`config.mk`:
```
export PLATFORM = sky130hd
export DESIGN_NAME = sonic_loopback_ctrl
export DESIGN_NICKNAME = d
export VERILOG_FILES = /design/src/rtl/sonic_loopback_ctrl.sv
export SDC_FILE = /design/constraint.sdc
export NUM_CORES = 1
export LEC_CHECK = 0
export ABC_AREA = 1
export CAP_MARGIN = 20
export CORE_ASPECT_RATIO = 0.9
export CORE_UTILIZATION = 45
export CTS_BUF_LIST = sky130_fd_sc_hd__clkbuf_8
export CTS_CLUSTER_DIAMETER = 200
export DETAILED_ROUTE_END_ITERATION = 10
export GPL_ROUTABILITY_DRIVEN = 0
export HOLD_SLACK_MARGIN = 0.1
export PLACE_DENSITY = 0.67
export RECOVER_POWER = 100
export SYNTH_ARGS = -nofsm -noshare
export SYNTH_HDL_FRONTEND = slang
export SYNTH_SLANG_ARGS = --single-unit
```
`constraint.sdc`:
```
create_clock -name clk_in -period 13.4 [get_ports clk_in]
set_input_delay 2.68 -clock clk_in [delete_from_list [all_inputs] [get_ports clk_in]]
set_output_delay 2.68 -clock clk_in [all_outputs]
set_load 0.005 [all_outputs]
```
`src/rtl/sonic_loopback_ctrl.sv`:
```
// PMA loopback mode controller with drain/settle sequencing and a
// 40-bit counting-pattern generator and checker.
module sonic_loopback_ctrl #(
    parameter int DRAIN_CYCLES  = 16,
    parameter int SETTLE_CYCLES = 32
) (
    input  logic        clk_in,
    input  logic        reset,
    input  logic        req_valid,
    input  logic        req_mode,
    output logic        req_ready,
    input  logic        test_en,
    input  logic [39:0] rx_data,
    output logic        loopback_en,
    output logic [39:0] tx_pattern,
    output logic        pattern_sel,
    output logic        busy,
    output logic [2:0]  state,
    output logic        done,
    output logic        lock,
    output logic [15:0] err_cnt
);

    localparam int CMAX = (DRAIN_CYCLES > SETTLE_CYCLES) ? DRAIN_CYCLES : SETTLE_CYCLES;
    localparam int CW   = $clog2(CMAX + 1);
    localparam logic [CW-1:0] DRAIN_LD  = CW'(DRAIN_CYCLES - 1);
    localparam logic [CW-1:0] SETTLE_LD = CW'(SETTLE_CYCLES - 1);

    typedef enum logic [2:0] {
        S_IDLE        = 3'd0,
        S_DRAIN       = 3'd1,
        S_SWITCH      = 3'd2,
        S_SETTLE      = 3'd3,
        S_ACTIVE      = 3'd4,
        S_EXIT_DRAIN  = 3'd5,
        S_EXIT_SETTLE = 3'd6
    } state_e;

    state_e        state_q;
    logic [CW-1:0] cnt_q;
    logic          loopback_q;
    logic          done_q;
    logic [39:0]   gen_q;
    logic [39:0]   prev_q;
    logic [39:0]   exp_q;
    logic [2:0]    match_q;
    logic          lock_q;
    logic [15:0]   err_q;

    logic idle_or_active;
    logic gen_window;
    logic chk_en;
    logic active_entry;

    assign idle_or_active = (state_q == S_IDLE) || (state_q == S_ACTIVE);
    assign gen_window     = (state_q == S_SETTLE) || (state_q == S_ACTIVE);
    assign chk_en         = (state_q == S_ACTIVE) && test_en;
    assign active_entry   = (state_q == S_SETTLE) && (cnt_q == '0);

    assign req_ready   = idle_or_active;
    assign busy        = !idle_or_active;
    assign state       = state_q;
    assign done        = done_q;
    assign loopback_en = loopback_q;
    assign pattern_sel = gen_window && test_en;
    assign tx_pattern  = pattern_sel ? gen_q : 40'd0;
    assign lock        = lock_q;
    assign err_cnt     = err_q;

    // Sequencer: shared down-counter times every drain/settle phase.
    always_ff @(posedge clk_in or posedge reset) begin
        if (reset) begin
            state_q    <= S_IDLE;
            cnt_q      <= '0;
            loopback_q <= 1'b0;
            done_q     <= 1'b0;
        end else begin
            done_q <= 1'b0;
            case (state_q)
                S_IDLE: begin
                    if (req_valid) begin
                        if (req_mode) begin
                            state_q <= S_DRAIN;
                            cnt_q   <= DRAIN_LD;
                        end else begin
                            done_q <= 1'b1;
                        end
                    end
                end
                S_DRAIN: begin
                    if (cnt_q == '0) begin
                        state_q    <= S_SWITCH;
                        loopback_q <= 1'b1;
                    end else begin
                        cnt_q <= cnt_q - CW'(1);
                    end
                end
                S_SWITCH: begin
                    state_q <= S_SETTLE;
                    cnt_q   <= SETTLE_LD;
                end
                S_SETTLE: begin
                    if (cnt_q == '0) begin
                        state_q <= S_ACTIVE;
                        done_q  <= 1'b1;
                    end else begin
                        cnt_q <= cnt_q - CW'(1);
                    end
                end
                S_ACTIVE: begin
                    if (req_valid) begin
                        if (!req_mode) begin
                            state_q <= S_EXIT_DRAIN;
                            cnt_q   <= DRAIN_LD;
                        end else begin
                            done_q <= 1'b1;
                        end
                    end
                end
                S_EXIT_DRAIN: begin
                    if (cnt_q == '0) begin
                        state_q    <= S_EXIT_SETTLE;
                        cnt_q      <= SETTLE_LD;
                        loopback_q <= 1'b0;
                    end else begin
                        cnt_q <= cnt_q - CW'(1);
                    end
                end
                S_EXIT_SETTLE: begin
                    if (cnt_q == '0) begin
                        state_q <= S_IDLE;
                        done_q  <= 1'b1;
                    end else begin
                        cnt_q <= cnt_q - CW'(1);
                    end
                end
                default: begin
                    state_q    <= S_IDLE;
                    cnt_q      <= '0;
                    loopback_q <= 1'b0;
                end
            endcase
        end
    end

    // Pattern generator restarts at zero each time SETTLE is entered.
    always_ff @(posedge clk_in or posedge reset) begin
        if (reset) begin
            gen_q <= '0;
        end else if (state_q == S_SWITCH) begin
            gen_q <= '0;
        end else if (gen_window && test_en) begin
            gen_q <= gen_q + 40'd1;
        end
    end

    // Checker: acquire on consecutive counting words, then track expected.
    always_ff @(posedge clk_in or posedge reset) begin
        if (reset) begin
            prev_q  <= '0;
            exp_q   <= '0;
            match_q <= '0;
            lock_q  <= 1'b0;
        end else begin
            prev_q <= rx_data;
            if (!chk_en) begin
                lock_q  <= 1'b0;
                match_q <= '0;
            end else if (!lock_q) begin
                if (match_q == 3'd4) begin
                    lock_q  <= 1'b1;
                    exp_q   <= rx_data + 40'd1;
                    match_q <= '0;
                end else if (rx_data == prev_q + 40'd1) begin
                    match_q <= match_q + 3'd1;
                end else begin
                    match_q <= '0;
                end
            end else begin
                exp_q <= exp_q + 40'd1;
            end
        end
    end

    // Error counter: cleared on ACTIVE entry, saturates, held after exit.
    always_ff @(posedge clk_in or posedge reset) begin
        if (reset) begin
            err_q <= '0;
        end else if (active_entry) begin
            err_q <= '0;
        end else if (chk_en && lock_q && (rx_data != exp_q) && (err_q != 16'hFFFF)) begin
            err_q <= err_q + 16'd1;
        end
    end

endmodule

```
Word-level counts from Yosys, hierarchy flattened:

Cells that the tools add are included.

* register bits: 151
* input bits: 45
* output and inout port bits: 65
* logic and storage cells: 98

* add/sub/neg operators: 7
* equality and inequality tests: 20
* muxes and demuxes: 39
* bitwise gates (word level): 1
* reductions and logical operators: 21

Operator list (number)
* 2-to-1 mux 40 bit: 5
* adder 40 x 1 -> 40 bit, second input constant: 4
* == test 40 bit: 1
* != test 40 bit: 1
* 2-to-1 mux 3 bit: 12
* 2-to-1 mux 6 bit: 6
* 2-to-1 mux 16 bit: 2
* one-hot mux 6 bit (5 select lines): 1
* one-hot mux 3 bit (7 select lines): 1
* != test 2 bit, second input constant: 9
* adder 16 x 1 -> 16 bit, second input constant: 1
* != test 16 bit, second input constant: 1
* == test 3 bit, second input constant: 4
* 2-to-1 mux 1 bit: 10
* AND reduction 8 bit: 1
* == test 3 x 2 -> 1 bit, second input constant: 2
* logical AND 1 bit: 6
* zero test 6 bit: 1
* one-hot mux 1 bit (3 select lines): 2
* nonzero test 2 bit: 3
* subtractor 6 x 1 -> 6 bit, second input constant: 1
* AND reduction 5 bit: 1
* OR reduction 5 bit: 1
* adder 3 x 1 -> 3 bit, second input constant: 1
* 10 further kinds: 11

Logic depth before layout (Yosys ltp):

Gate-level depths: netlist of the first run.

* depth after elaboration: 7
* depth in mapped cells: 17
* gate-level depth less buffers: 17

Least setup slack after synthesis of the first run:

No wires, ideal clock.

* path type: input to output
* start point: in test_en
* end point: out tx_pattern[0]
* data arrival time: 3.389 ns
* data required time: 10.720 ns
* slack: 7.331 ns
* stages: 5
* path buffers: 1
* cell sequence: inv_1 a21oi_4 inv_2 clkbuf_1 nor2_1

* longest elaborated chain between the ends: 2

Ends and longest elaborated chain
* start: declaration: RTL line 12 `input logic test_en,`
* logical AND 1 bit: RTL line 65 `assign pattern_sel = gen_window && test_en;`
* named net pattern_sel: RTL line 16 `output logic pattern_sel,`
* 2-to-1 mux 40 bit: RTL line 66 `assign tx_pattern = pattern_sel ? gen_q : 40'd0;`
* end: declaration: RTL line 15 `output logic [39:0] tx_pattern,`

The timed path passes the listed nets, and every way through them passes these cells.

==> flow_summary.json, run 1 <==
{
  "h-tree-depth": 4,
  "reg2reg_slack_ns": 8.41,
  "seq_area_frac_synth_pct": 34.2,
  "rows": 53,
  "synth_edf_count": 0,
  "clock_skew_ns": 0.0162,
  "min_period_ns": 8.68,
  "rsz0062_at_grt": "false",
  "cap_violations": 3,
  "hold_viol": 0,
  "synth.net_count": 1714,
  "grt_pass1_vias": 10055,
  "yosysMostFrequentCell": "nand2_1",
  "numCtsBuffers": 17,
  "core-area_mm2": 0.0237,
  "synthArstFlopShare_pct": 100,
  "yosys-top-cells-area": "dfrtp_1 34%, nand2_1 15%, inv_1 8.5%, nor2_1 7.0%, nand3_1 5.3%",
  "start_util_pct": 46.5,
  "required_ns": 12.83,
  "cts.path.max_buffers": 2,
  "drt_iter0_drc": 876,
  "fin_cells": 2075,
  "peakVddDrop_v": 0.000104,
  "ios": 110,
  "grt_max_degree": 84,
  "cp-start-kind": "primary input",
  "relSlewSlack_pct": -149,
  "outcome": "finished, violations left",
  "synth.avg_cell_area_um2": 6.65,
  "reg2reg_to": "exp_q[18]",
  "synth_cell_types": 51,
  "drive_gt1_share_pct": 6.88,
  "vias_per_cell": 5.19,
  "p_leak_uw": 0.00587,
  "wirelength_um": 30000,
  "ff2ff_path_depth": 10,
  "power_density_mw_per_mm2": 93.3,
  "syn_area_mm2": 0.0110,
  "crit_type": "primary input to async pin",
  "worstReg2RegStart": "lock",
  "clockRootBuffer": "clkbuf_8",
  "period_share_pct": 64.7,
  "yosys-top-cells-count": "427 x nand2_1, 250 x inv_1, 207 x nor2_1",
  "cp-startpoint": "reset",
  "crit_path_end_kind": "async pin",
  "grtUsageTotal_pct": 24.8,
  "cts.repair.resized": 0,
  "hold_buffers": 0,
  "endpoint": "lock",
  "cts_sinks": 151,
  "hold_class": "flip-flop to flip-flop",
  "final_nets": 1814,
  "totalNegativeSetupSlack_ns": 0,
  "overflow": 0,
  "violations": "capacitance limit, slew limit",
  "slew_violations": 225,
  "grt_first_pass_wirelength_um": 49800,
  "setup_viol": 0,
  "ant_nets": 0,
  "syn_to_final_growth_pct": 15.1,
  "die_h_um": 151,
  "dp_cells": 2043,
  "cts_tree": "done",
  "grt_antenna_before_repair": 0,
  "worstMarginPinSlew_ns": 3.74,
  "vias": 10774,
  "die_area_mm2": 0.0252,
  "crit_fanout": 83,
  "num_antenna_cells": 0,
  "dp_hpwl_um": 23000,
  "fmax_mhz": 115,
  "post_cts_buffers": 0,
  "drc": 0,
  "synthCells": 1660,
  "die_w_um": 167,
  "clkLatencyLatePin_ns": 0.47,
  "yosysWarnings": 0,
  "synth_top_flop_cell": "dfrtp_1",
  "wl_per_cell_um": 14.5,
  "yosysTopAreaCell": "dfrtp_1",
  "clk_pin_slew_ns": 0.08,
  "drt_first_pass_iters": 6,
  "yosysTopAreaCellShare_pct": 34.2,
  "ys_ff_latch": 151,
  "cp.arrival_ns": 8.11,
  "io_buffers": 109
}
-- layout by cell type (no fill, tap or decap), types with 6 or more instances in the layout --
| cell | n |
|---|---|
| a21oi_1 | 40 |
| clkbuf_8 | 17 |
| clkinv_4 | 6 |
| dfrtp_1 | 150 |
| dlygate4sd3_1 | 107 |
| ha_1 | 9 |
| inv_1 | 251 |
| inv_2 | 14 |
| nand2_1 | 428 |
| nand2_2 | 12 |
| nand3_1 | 117 |
| nand3b_1 | 7 |
| nand4_1 | 60 |
| nor2_1 | 210 |
| nor2_2 | 17 |
| nor2_4 | 7 |
| nor3_1 | 31 |
| nor3_2 | 9 |
| nor4_1 | 12 |
| o21ai_0 | 92 |
| o21ai_1 | 17 |
| o21ai_2 | 15 |
| or2_2 | 8 |
| xnor2_1 | 28 |
| xor2_1 | 56 |
-- worst max-delay path: stages --
cell	delay [ns]
dlygate4sd3_1	0.54
clkinvlp_2	2.07
clkbuf_1	2.77
-- cell type report --
| cell class | instances | area, um2 |
|---|---|---|
| Timing Repair Buffer | 113 | 1110 |
| Multi-Input combinational cell | 1210 | 6030 |
| Tap cell | 302 | 378 |
| Sequential cell | 151 | 3780 |
| Clock buffer | 17 | 234 |
| Clock inverter | 15 | 156 |
| Fill cell | 2370 | 11000 |
| Inverter | 267 | 1010 |
-- report_power, final --
group / total [uW] / switching, uW / internal (uW) / leakage (uW)
registers: 519 / 30.6 / 488 / 0.00191
clock network: 355 / 189 / 166 / 0.000201
logic: 311 / 205 / 105 / 0.00376
-- layer usage --
metal / share of wire, % / global-route usage, %
met2: 44 / 40.7
met3: 4.6 / 3.05
met4: 1.9 / 7.41
met1: 49 / 34.3
met5: 0 / 0
-- flip-flops by register name, summed over array words and instances, names as in the netlist --
signal	count
exp_q	40
gen_q	40
prev_q	40
err_cnt	16
cnt_q	6
match_q	3
state	3
done	1
lock	1
loopback_en	1
-- through the flow --
step	setup WS, ns	hold slack (ns)	area (um2)	total power (uW)	utilization, %
2_1_floorplan	6.66	0.433	11000	740	-
3_3_place_gp	6.12	0.448	12400	840	52.1
3_5_place_dp	6.06	0.461	12400	845	52.1
4_1_cts	6.07	0.478	12800	1200	53.7
5_1_grt	3.23	0.500	12700	1260	53.5
6_report	4.72	0.477	12700	1180	53.5
-- cell families (layout without fill, tap and decap cells) --
kind of cell,after synthesis,in the layout,synth area share [%]
and+or+nand+nor,928,928,37.6
buffers and inverters,299,412,10.8
AOI/OAI and AO/OA,189,189,9.76
DFF,151,151,34.2
xor gates and xnor gates,84,84,6.67
adders and majority gates,9,9,1.02
-- how the worst min path moves through the flow --
stage | depth (start not counted) | endpoint | startpoint | slack, ns
floorplan | 1 | gen_q[23] | gen_q[23] | 0.43
global placement | 1 | gen_q[23] | gen_q[23] | 0.45
CTS | 1 | gen_q[23] | gen_q[23] | 0.48
global route | 1 | gen_q[23] | gen_q[23] | 0.50
detailed placement | 1 | gen_q[23] | gen_q[23] | 0.46
finish | 1 | gen_q[23] | gen_q[23] | 0.48
Note: power is estimated with default switching activity, not from simulation.
==> inputs of run 2 (changes only) <==
clock period = 8.9 ns   (was 13.4 ns; I/O delays follow)
==> flow_summary.json, run 2 (synthesized netlist as in run 1, its figures left out) <==
{
  "outcome": "finished, violations left",
  "violations": "capacitance limit, slew limit",
  "endpoint": "tx_pattern[1]",
  "place_ws_ns": 3.36,
  "io_buffers": 109,
  "nFillCells": 2372,
  "rows": 53,
  "syn_to_final_growth_pct": 15.2,
  "dp_cells": 2043,
  "post_cts_buffers": 0,
  "clkLatencyLatePin_ns": 0.46,
  "die_area_mm2": 0.0252,
  "cp.arrival_ns": 4.79,
  "fin_cells": 2076,
  "core-area_mm2": 0.0237,
  "crit_fanout": 43,
  "grt_pass1_vias": 10039,
  "layout_common_cells": "428 x nand2_1, 251 x inv_1, 210 x nor2_1",
  "hold_class": "flip-flop to flip-flop",
  "layout.cells.most_common": "nand2_1",
  "cts.repair.resized": 0,
  "hold_viol": 0,
  "p_leak_uw": 0.00586,
  "crit_type": "primary input to primary output",
  "hold_buffers": 0,
  "num_antenna_cells": 0,
  "cp-start-kind": "primary input",
  "grt_antenna_before_repair": 0,
  "fmax_mhz": 152,
  "min_period_ns": 6.57,
  "power_uw": 1790,
  "dp_hpwl_um": 22900,
  "slew_violations": 225,
  "wl_per_cell_um": 14.6,
  "reg2reg_slack_ns": 3.48,
  "overflow": 0,
  "relSlewSlack_pct": -165,
  "clk_pin_slew_ns": 0.08,
  "h-tree-depth": 4,
  "period_share_pct": 73.8,
  "required_ns": 7.12,
  "wirelength_um": 30300,
  "peakVddDrop_v": 0.000152,
  "vias_per_cell": 5.19,
  "drt_first_pass_iters": 5,
  "cts.path.max_buffers": 2,
  "drive_gt1_share_pct": 6.93,
  "start_util_pct": 46.5,
  "grt_first_pass_wirelength_um": 49500,
  "crit_path_end_kind": "primary output",
  "setup_ws_ns": 2.33,
  "clock_skew_ns": 0.0208,
  "numCtsBuffers": 17,
  "worstMarginPinSlew_ns": 3.95,
  "cp-startpoint": "test_en",
  "cap_violations": 3,
  "drc": 0,
  "totalNegativeSetupSlack_ns": 0,
  "vias": 10777,
  "clockRootBuffer": "clkbuf_8",
  "rsz0062_at_grt": "false",
  "grtUsageTotal_pct": 24.8,
  "reg2reg_to": "exp_q[18]",
  "power_density_mw_per_mm2": 141,
  "cts_sinks": 151,
  "die_h_um": 151,
  "ant_nets": 0,
  "drt_iter0_drc": 917,
  "setup_viol": 0,
  "cts_tree": "done",
  "worstReg2RegStart": "lock",
  "top_regs": "exp_q (40), gen_q (40), prev_q (40)",
  "ios": 110,
  "ff2ff_path_depth": 10,
  "final_nets": 1815,
  "grt_max_degree": 85,
  "die_w_um": 167
}
run 2: critical path, stage by stage:
cell and delay (ns):
dlygate4sd3_1 0.52, inv_1 0.05, a21oi_1 0.67, inv_1 0.77, nor2_1 0.37, dlygate4sd3_1 0.61
run 2: per-layer routing:
layer / vias to the layer above / track usage (%) / share of wire (%)
met5: - / 0 / 0
met1: 4927 / 34.1 / 49
met4: 0 / 9.72 / 2.8
met2: 315 / 39.3 / 43
li1: 5480 / - / -
met3: 55 / 3.63 / 5.1
run 2: how the worst min path moves through the flow:
stage	end	startpoint	depth (start not counted)
floorplan	gen_q[23]	gen_q[23]	1
global placement	gen_q[23]	gen_q[23]	1
detailed placement	gen_q[23]	gen_q[23]	1
CTS	gen_q[23]	gen_q[23]	1
global route	gen_q[23]	gen_q[23]	1
finish	gen_q[23]	gen_q[23]	1
run 2: layout make-up:
type                       count  area [um2]  area share [%]
multi-input combinational   1210        6030            47.5
sequential                   151        3780            29.7
timing repair buffer         114        1130            8.89
inverter                     267        1010            7.91
tap                          302         378            2.97
clock buffer                  17         234            1.84
clock inverter                15         154            1.21
run 2: report_power, final:
part           switching, uW  internal [uW]
Sequential              45.6            735
Clock                    288            249
Combinational            310            159
run 2: stage by stage:
stage	utilization [%]	cell area, um2	hold slack, ns
floorplan	-	11000	0.433
global placement	52.1	12400	0.446
detailed placement	52.1	12400	0.452
CTS	53.7	12800	0.486
global route	53.6	12700	0.511
finish	53.6	12700	0.479
==> variant, RTL diff (flow settings as in run 2) <==
The parameter `SETTLE_CYCLES` goes from 32 to 16.
--- a/src/rtl/sonic_loopback_ctrl.sv
+++ b/src/rtl/sonic_loopback_ctrl.sv
@@ -4,3 +4,3 @@
     parameter int DRAIN_CYCLES  = 16,
-    parameter int SETTLE_CYCLES = 32
+    parameter int SETTLE_CYCLES = 16
 ) (
Function: same outputs for any inputs over 10 cycles, from zero or initial values and one cycle with reset high; that may be too few to reach the edited logic, so the function may still have changed.
==> variant against run 2 <==
  * The run still ends with capacitance limit, slew limit left
  * Wire length grew 0.97%
  * Register-to-register slack gained 280 ps
  * Critical path depth down 2
  * Worst hold slack improved by 9.1 ps
  * Total power decreased by 4.5%
  * Critical endpoint is now pattern_sel
  * Via count increased by 0.39%
  * Area after synthesis grew 0.17%
  * Worst setup slack improved by 480 ps
  * First-iteration DRC count up 1.1%
  * Design area down 0.24%
  * Clock skew down 0.92 ps
  * Count of clock-buffer cells in the layout rose by 1
  * Sequential cell count shrank 1
==> variant: results (changes against run 2) <==
| Metric | Value |
|---|---|
| Outcome | `finished, violations left (unchanged)` |
| Violated checks | `capacitance limit, slew limit (unchanged)` |
| Nets | `1817 (was 1815)` |
| Hold path start | `gen_q[18] (was gen_q[23])` |
| Hold/Removal Path Class | `reg2reg (unchanged)` |
| Largest net degree at the start of global routing | `93 (was 85)` |
| DRT iter0 DRCs | `927 (was 917)` |
| # port buffers | `109 (unchanged)` |
| Filler cells | `2497 (was 2372)` |
| Rel. slew slack | `-182% (was -165%)` |
| Max VDD drop | `187 µV (was 152 µV)` |
| Non-Filler Instances | `2086 (was 2076)` |
| Leakage | `5.84 nW (was 5.86 nW)` |
| Skew-Pair Late Insertion Delay | `480 ps (was 460 ps)` |
| Ratio of cells with drive above 1 in the final layout | `6.25% (was 6.93%)` |
| Antenna violations before repair | `1 (was 0)` |
| Clk slew on worst S/H paths | `100 ps (was 80 ps)` |
| First-pass GRT wire length | `49.6 mm (was 49.5 mm)` |
| Netlist cell types | `52 (was 51)` |
| Worst path max stage delay | `920 ps (was 770 ps)` |
| Via density | `5.19 (about the same)` |
| Cell Area, Placed | `12400 µm² (about the same)` |
| Post-Synthesis Cells | `1662 (was 1660)` |
| Synth Flop Type | `dfrtp_1 (unchanged)` |
| Max_cap viols | `3 (unchanged)` |
| Arr. time, crit path | `4310 ps (was 4790 ps)` |
| GRT Overall Usage | `24.8% (about the same)` |
| Synth top area cells | `dfrtp_1 (34%), nand2_1 (15%), inv_1 (8.1%) (was dfrtp_1 (34%), nand2_1 (15%), inv_1 (8.5%))` |
| Final Slew Violations | `219 (was 225)` |
| Fin Clk Skew | `19.9 ps (was 20.8 ps)` |
| Post-synthesis sequential area ratio | `33.9% (was 34.2%)` |
| Slowest CP cell | `nand2_1 (was inv_1)` |
| DP HPWL | `23.4 mm (was 22.9 mm)` |
variant: stage by stage:
stage               worst slack, ps  hold WS, ps
floorplan                      3080          433
global placement               3720          453
detailed placement             3690          462
CTS                            3680          478
global route                   2210          492
finish                         2810          488
variant: worst paths after layout:
path | end | slack (ps) | cells past startpoint
setup / recovery | pattern_sel | 2810 | 4
hold / removal | gen_q[18] | 490 | 1
setup reg to reg | exp_q[12] | 3760 | 10
hold reg to reg | gen_q[18] | 490 | 1
max in group asynchronous | prev_q[34] | 3080 | 3
min in group asynchronous | state[2] | 3000 | 2
variant: where the power goes:
group	switching (W)	internal, W	total, W
registers	0.0000369	0.000721	0.000758
clock network	0.000306	0.000237	0.000542
logic	0.000266	0.000140	0.000406
total	0.000609	0.00110	0.00171
variant: cells by family (layout without fill, tap and decap cells):
kind of cell,Yosys count,in the layout,synth area share (%)
AND/OR/NAND/NOR,960,960,39.2
buffers and inverters,276,391,9.81
AO/OA/AOI/OAI,189,189,9.61
flip-flops,150,150,33.9
XOR/XNOR,78,78,6.44
adder cells (fa/ha/maj),8,8,0.905
multiplexers,1,1,0.0905
other,0,1,0
variant: final cells by class:
class	instances	area, µm²	share of cell area [%]
well taps	308	385	3.04
repair buffers	113	1110	8.79
clock buffers	18	248	1.95
clock inverters	14	140	1.10
inverters	246	925	7.29
diodes	1	2.50	0.0197
multi-input cells	1236	6110	48.2
flip-flops and latches	150	3750	29.6
variant: layer usage:
| metal | GRT usage [%] | part of all wire [%] |
|---|---|---|
| met5 | 0 | 0 |
| met4 | 7.89 | 2.0 |
| met3 | 3.68 | 5.0 |
| met2 | 40.4 | 44 |
| met1 | 34.1 | 49 |
variant: worst max-delay path: cells and delay by family:
kind          cells  cell delay, ps
buf+inv           3            1600
simple gates      1             920
